`src/rtl/lsu_apb_bridge.sv`:
```
// Load/store unit to APB bridge: sizes, strobes, alignment checks and load extension.
// Optional macro LSU_APB_TIMEOUT_EN aborts an ACCESS phase after TIMEOUT_CYCLES wait states.
module lsu_apb_bridge #(
  parameter int TIMEOUT_CYCLES = 255
) (
  input  logic        clk,
  input  logic        rst,
  input  logic        req,
  input  logic        we,
  input  logic [2:0]  funct3,
  input  logic [31:0] dAddr,
  input  logic [31:0] dWdata,
  output logic [31:0] dRdata,
  output logic        stall,
  output logic        misalign,
  output logic        bus_err,
  output logic [31:0] PADDR,
  output logic        PSEL,
  output logic        PENABLE,
  output logic        PWRITE,
  output logic [31:0] PWDATA,
  output logic [3:0]  PSTRB,
  input  logic [31:0] PRDATA,
  input  logic        PREADY,
  input  logic        PSLVERR
);
  typedef enum logic [1:0] {IDLE, SETUP, ACCESS, DONE} state_t;

  state_t      state;
  logic        stall_r;
  logic [1:0]  sz_r;
  logic        uns_r;
  logic [1:0]  off_r;
  logic        bad;
  logic [3:0]  strb_n;
  logic [31:0] wdata_n;
  logic [31:0] lane;
  logic [31:0] ld;
  logic        tmo;

  always_comb begin
    bad = 1'b0;
    case (funct3[1:0])
      2'b01:   bad = dAddr[0];
      2'b10:   bad = (dAddr[1:0] != 2'b00);
      2'b11:   bad = 1'b1;
      default: bad = 1'b0;
    endcase
    if (funct3 == 3'b110) bad = 1'b1;
    if (we && funct3[2])  bad = 1'b1;
  end

  // Replicate store data across lanes so the strobe alone picks the bytes.
  always_comb begin
    strb_n  = 4'b1111;
    wdata_n = dWdata;
    case (funct3[1:0])
      2'b00: begin
        strb_n  = 4'b0001 << dAddr[1:0];
        wdata_n = {4{dWdata[7:0]}};
      end
      2'b01: begin
        strb_n  = dAddr[1] ? 4'b1100 : 4'b0011;
        wdata_n = {2{dWdata[15:0]}};
      end
      default: ;
    endcase
    if (!we) strb_n = 4'b0000;
  end

  assign lane = PRDATA >> {off_r, 3'b000};

  always_comb begin
    case (sz_r)
      2'b00:   ld = uns_r ? {24'b0, lane[7:0]}  : {{24{lane[7]}}, lane[7:0]};
      2'b01:   ld = uns_r ? {16'b0, lane[15:0]} : {{16{lane[15]}}, lane[15:0]};
      default: ld = PRDATA;
    endcase
  end

`ifdef LSU_APB_TIMEOUT_EN
  localparam logic [31:0] TO_LAST = TIMEOUT_CYCLES - 1;
  logic [31:0] tcnt;

  always_ff @(posedge clk or negedge rst) begin
    if (!rst)                          tcnt <= '0;
    else if (state == SETUP)           tcnt <= '0;
    else if (state == ACCESS && !PREADY) tcnt <= tcnt + 32'd1;
  end

  assign tmo = !PREADY && (tcnt == TO_LAST);
`else
  assign tmo = 1'b0;
`endif

  // Gated by reset so every output reads 0 while reset is held.
  assign stall = rst & ((state == IDLE) ? req : stall_r);

  always_ff @(posedge clk or negedge rst) begin
    if (!rst) begin
      state    <= IDLE;
      stall_r  <= 1'b0;
      dRdata   <= '0;
      misalign <= 1'b0;
      bus_err  <= 1'b0;
      PADDR    <= '0;
      PSEL     <= 1'b0;
      PENABLE  <= 1'b0;
      PWRITE   <= 1'b0;
      PWDATA   <= '0;
      PSTRB    <= '0;
      sz_r     <= '0;
      uns_r    <= 1'b0;
      off_r    <= '0;
    end else begin
      misalign <= 1'b0;
      bus_err  <= 1'b0;
      case (state)
        IDLE: if (req) begin
          if (bad) begin
            state    <= DONE;
            misalign <= 1'b1;
            stall_r  <= 1'b0;
            if (!we) dRdata <= '0;
          end else begin
            state   <= SETUP;
            stall_r <= 1'b1;
            PSEL    <= 1'b1;
            PADDR   <= {dAddr[31:2], 2'b00};
            PWRITE  <= we;
            PSTRB   <= strb_n;
            PWDATA  <= wdata_n;
            sz_r    <= funct3[1:0];
            uns_r   <= funct3[2];
            off_r   <= dAddr[1:0];
          end
        end
        SETUP: begin
          PENABLE <= 1'b1;
          state   <= ACCESS;
        end
        ACCESS: if (PREADY || tmo) begin
          state   <= DONE;
          PSEL    <= 1'b0;
          PENABLE <= 1'b0;
          stall_r <= 1'b0;
          if (!PREADY || PSLVERR) begin
            bus_err <= 1'b1;
            if (!PWRITE) dRdata <= '0;
          end else if (!PWRITE) begin
            dRdata <= ld;
          end
        end
        default: state <= IDLE;
      endcase
    end
  end
endmodule

```
`config.mk`:
```
export PLATFORM = sky130hd
export DESIGN_NAME = lsu_apb_bridge
export DESIGN_NICKNAME = d
export VERILOG_FILES = /design/src/rtl/lsu_apb_bridge.sv
export SDC_FILE = /design/constraint.sdc
export NUM_CORES = 1
export LEC_CHECK = 0
export CAP_MARGIN = 20
export CORE_MARGIN = 1
export CORE_UTILIZATION = 37
export CTS_CLUSTER_DIAMETER = 40
export DETAILED_ROUTE_END_ITERATION = 8
export PLACE_DENSITY = 0.69
export REMOVE_ABC_BUFFERS = 1
export SYNTH_ARGS = -nofsm -noshare
export SYNTH_HDL_FRONTEND = slang
export SYNTH_SLANG_ARGS = --single-unit
```
`constraint.sdc`:
```
create_clock -name clk -period 3.2 [get_ports clk]
set_input_delay 0.32 -clock clk [delete_from_list [all_inputs] [get_ports clk]]
set_output_delay 0.32 -clock clk [all_outputs]
set_load 0.005 [all_outputs]
```
# After elaboration in Yosys (flattened, before gate mapping)
# Cells that the tools add are included.
# totals
word_cells,83
inputBits,105
reg_bits,111
out_inout_bits,106
# op_classes
n_eq_ne,13
n_reduce_logical,15
n_mux,37
bitwise_logic,2
shift,2
# ops
cell,count
$mux W32,9
$pmux W32 S2,3
$shr A32 B5 Y16,1
$mux W1,14
$ne A2 B2 Y1 const B,6
$mux W4,2
$pmux W4 S2,1
$eq A2 B1 Y1 const B,3
$eq A2 B2 Y1 const B,3
$logic_not A2 Y1,3
$mux W2,3
$pmux W1 S2,3
$pmux W2 S3,1
$reduce_and A3 Y1,2
$reduce_and A6 Y1,1
$reduce_bool A2 Y1,3
$reduce_and A2 Y1,2
$reduce_and A4 Y1,1
$shl A1 B2 Y4 const A,1
$eq A3 B3 Y1 const B,1
$pmux W1 S3,1
$and A1 B1 Y1,1
$logic_and A1 B1 Y1,1
$logic_not A1 Y1,1
2 further kinds,2

# Depth between registers and ports, before layout
# logic_depth
word_depth,7
depth_mapped,8
depth_no_buf,6

# Least setup slack after synthesis
# OpenSTA, ideal clock, no wires.
# synth_path
path_type,reg-to-reg
from,reg state[0]
to,reg dRdata[31]
synth_period_minus_slack_ns,1.878
n_path_buf,1
stages_incl_launch_ff,8
arrival_ns,1.749
setup_slack_ns,1.322
path_cell_list,dfrtp_1 inv_1 ha_1 nand2_2 o32ai_4 nand2_2 buf_4 o2bb2ai_1
# synth_between
elab_chain_cells,3
word_cells_on_any_way,10
# synth_lines
item,line_no,source
start: declaration,29,state_t state;
start signal: assignment,101,state <= IDLE;
start signal: assignment,121,state <= DONE;
start signal: assignment,126,state <= SETUP;
$eq A2 B2 Y1 / $logic_not A2 Y1 (equally long branches),118,case (state)
$ne A2 B2 Y1 (no source line) / $reduce_bool A2 Y1 (equally long branches),-,
$reduce_and A6 Y1 (no source line),-,
end signal: assignment,151,dRdata <= ld;
end: declaration,13,"output logic [31:0] dRdata,"
# Parallel ways exist; a longest one is shown, timed or not.
# A chain may end at the register's enable or synchronous reset.

# Final worst setup path
# layout_path
from,reg state[0]
to,reg dRdata[7]
# The elaborated chain is that of the path after synthesis.

==> metrics.md <==
| Metric | Value |
|---|---|
| Post-Route WL | 15.4 mm |
| WL per Instance | 18.4 um |
| Dpl cells | slightly above 800 |
| Switching Share | 0.328 |
| Yosys warning total | 0 |
| Max IR drop VDD | 0.376 mV |
| Tcrit/Tclk final | 0.876 |
| Power per cell area | 836 nW/um^2 |
| Largest family of logic cells by synthesized area | multiplexers |
| IO Pins | 211 |
| CTS Buffer Depth | 2 |
| Sink Count | 111 |
| Final Max Tran Viols | 0 |
| Final Hold Fails | 0 |
| Gate power share | 0.463 |
| Synth Area in Simple Gates | 0.0620 |
| Seq cells post-synth | 111 |
| RSZ-0062 raised after global routing | false |
| Syn Std Cell Area | ~5400 um^2 |
| Seq pwr share | 0.365 |
| Hold Crit Class | reg2reg |
| Routed vias | approximately 4400 |
| LEAKAGE | 3.51 nW |
| EDFF count, synth | 0 |
| Post-synthesis adder-cell area fraction | 0.00919 |
| Layout Cells excl Fill | about 840 |
| Die area | 15200 um^2 |
| # Max-Cap Violations | 0 |
| Nets | 762 |
| Antenna Nets Post-Route | 0 |
| Ant. Diodes | 0 |
| Synth Area in Compound Gates | 0.180 |
| Area Growth Syn to Fin | 45.9% |
| Commonest non-fill, non-tap cell in the layout | clkdlybuf4s50_1 |
| Vias/cell | 5.21 |
| CTS H-tree lvls | 3 |
| Critical Path End Type | flip-flop |
| CP Max Fanout | 32 |
| Worst-path clk slew | 0.07 ns |
| Core region area | 14100 um^2 |
| Largest net degree at the start of global routing | 77 |
| Gr ovfl total | 0 |
| Detailed Routing Iterations Pass 1 | 4 |
| CP startpoint kind | flip-flop |
| Commonest cells after routing, fill and taps aside | clkdlybuf4s50_1 (207), dfrtp_1 (111), mux2_4 (41) |
| Syn Area/Cell | between 10 and 15 um^2 |
| Max_slew headroom | 0.343 |
| Number of buffers added on ports | approximately 210 |
| Worst setup path category | reg2reg |
| Req. time, crit path | 3.44 ns |
| Fmax | 0.357 GHz |
| Die H | 123 um |
| DRC Markers | 0 |
| Share of layout cells above drive strength 1 | 0.120 |
| Overall Power | 0.00664 W |
| Final setup viols | 0 |
| Initial Util | 0.386 |
| Vias in the first global route | ~4500 |
| Psw | 0.00218 W |
| Min cycle time layout | 2.80 ns |
| Main synth FF type | dfrtp_1 |
| HPWL after DPL | 11.3 mm |
| Initial antenna violation count | 0 |
| Synth cell types | 46 |
| Int Power | 0.00447 W |
| Hold Slack | just under 0.5 ns |
| Ys async rst share | 1.00 |
| Root Buffer | clkbuf_16 |
| Mux contribution to synthesized area | 0.193 |
| Clk network pwr share | 0.172 |
| CTS tree | yes |
| Die W | 123 um |
| TritonCTS Buffers | 9 |
| Clk_skew | 0.00818 ns |
| Gpl congestion | 0.850 |
| Critical Path AT | 3.04 ns |
| Synth Instances | 455 |
| 1st-iter DRT viols | approximately 240 |
| Post-Synth XOR/XNOR Area | 0 |
| Total track usage | 0.207 |
| Post-synthesis sequential area ratio | 0.510 |
| Status | finished, final reports clean |
| Worst-margin pin slew | around 0.99 ns |
| Latest clock arrival within the worst-skew pair | between 0.3 and 0.4 ns |
| Rows | 43 |
| First-pass GRT wire length | between 20 and 25 mm |
stage by stage:
stage | setup WS, ns | TNS [ns] | util | area, um^2
after floorplan | -0.525 | -34.43 | - | 5270
final | 0.398 | 0 | 0.564 | 7950
after global routing | 0.173 | 0 | 0.564 | 7950
after global placement | 0.361 | 0 | 0.542 | 7640
after CTS | 0.381 | 0 | 0.564 | 7950
after detailed placement | 0.298 | 0 | 0.542 | 7640
sequential cells by signal (all words and copies together) (netlist names):
register	cells
PWDATA	32
dRdata	32
PADDR	30
PSTRB	4
off_r	2
state	2
sz_r	2
PENABLE	1
PSEL	1
PWRITE	1
bus_err	1
misalign	1
stall_r	1
uns_r	1
cells in the mapped netlist (3+ instances only):
master     number  area, um^2
buf_4           3        22.5
mux2i_1        39         390
mux2_4         41         616
nand2_1        38         143
o2bb2ai_1      24         210
dfrtp_1       111        2780
buf_6           6        67.6
a2bb2oi_1       7        61.3
clkbuf_1       14        52.6
nor2_1         23        86.3
a21oi_1        11        55.1
o211ai_1       16         120
a21o_1          8        60.1
o21ai_0        34         170
inv_1          17        63.8
buf_2           7        35.0
nand2b_1        3        18.8
o22ai_1        10        62.6
ha_1            4        50.1
o221ai_1        7        61.3
per-layer routing:
metal / vias up / GRT usage / share of wire
li1: 2049 / - / -
met1: 2114 / 0.255 / 0.42
met2: 180 / 0.334 / 0.46
met3: 16 / 0.0747 / 0.10
met4: 0 / 0.0700 / 0.016
met5: - / 0 / 0
power by group through the flow:
stage	Combinational (W)	Sequential (W)	Clock, W
6_report	0.00308	0.00242	0.00114
3_5_place_dp	0.00310	0.00242	0
2_1_floorplan	0.00141	0.00243	0
4_1_cts	0.00311	0.00243	0.00118
3_3_place_gp	0.00305	0.00241	0
5_1_grt	0.00335	0.00249	0.00122
cell type report:
type                       instances  area (um^2)
clock buffer                       9          225
clock inverter                     6         71.3
fill                            1229         6150
inverter                          17         63.8
multi-input combinational        297         2430
sequential                       111         2780
tap                              180          225
timing repair buffer             217         2150
worst max-delay path: stages, from the launching register on:
cell     delay [ns]
dfrtp_1        0.41
inv_1          0.11
ha_1           0.35
nand2_2        0.15
o32ai_4        0.66
nand2_2        0.61
a32o_1         0.39
final timing paths:
check,slack (ns),depth (start not counted),endpoint,startpoint
setup reg to reg,0.40,6,dRdata[7]$_DFFE_PN0P_,state[0]$_DFFE_PN0P_
max in group asynchronous,1.36,3,PWDATA[30]$_DFFE_PN0P_,rst
hold / removal,0.48,2,PWDATA[12]$_DFFE_PN0P_,PWDATA[12]$_DFFE_PN0P_
min in group asynchronous,0.49,2,PADDR[23]$_DFFE_PN0P_,rst
hold reg to reg,0.48,2,PWDATA[12]$_DFFE_PN0P_,PWDATA[12]$_DFFE_PN0P_
setup / recovery,0.40,6,dRdata[7]$_DFFE_PN0P_,state[0]$_DFFE_PN0P_
logic make-up after synthesis:
kind of cell	after synthesis
flops	111
mux	83
compound gates	132
fa+ha+maj	4
other cells	1
simple gates	76
buf+inv	48
timing repair:
item                      in CTS  in global routing
hold endpoints to repair      35                  0
setup buffers                  0                  0
hold buffers                   1                  0
gates resized for setup        0                  0
Note: power is estimated with default switching activity, not from simulation.
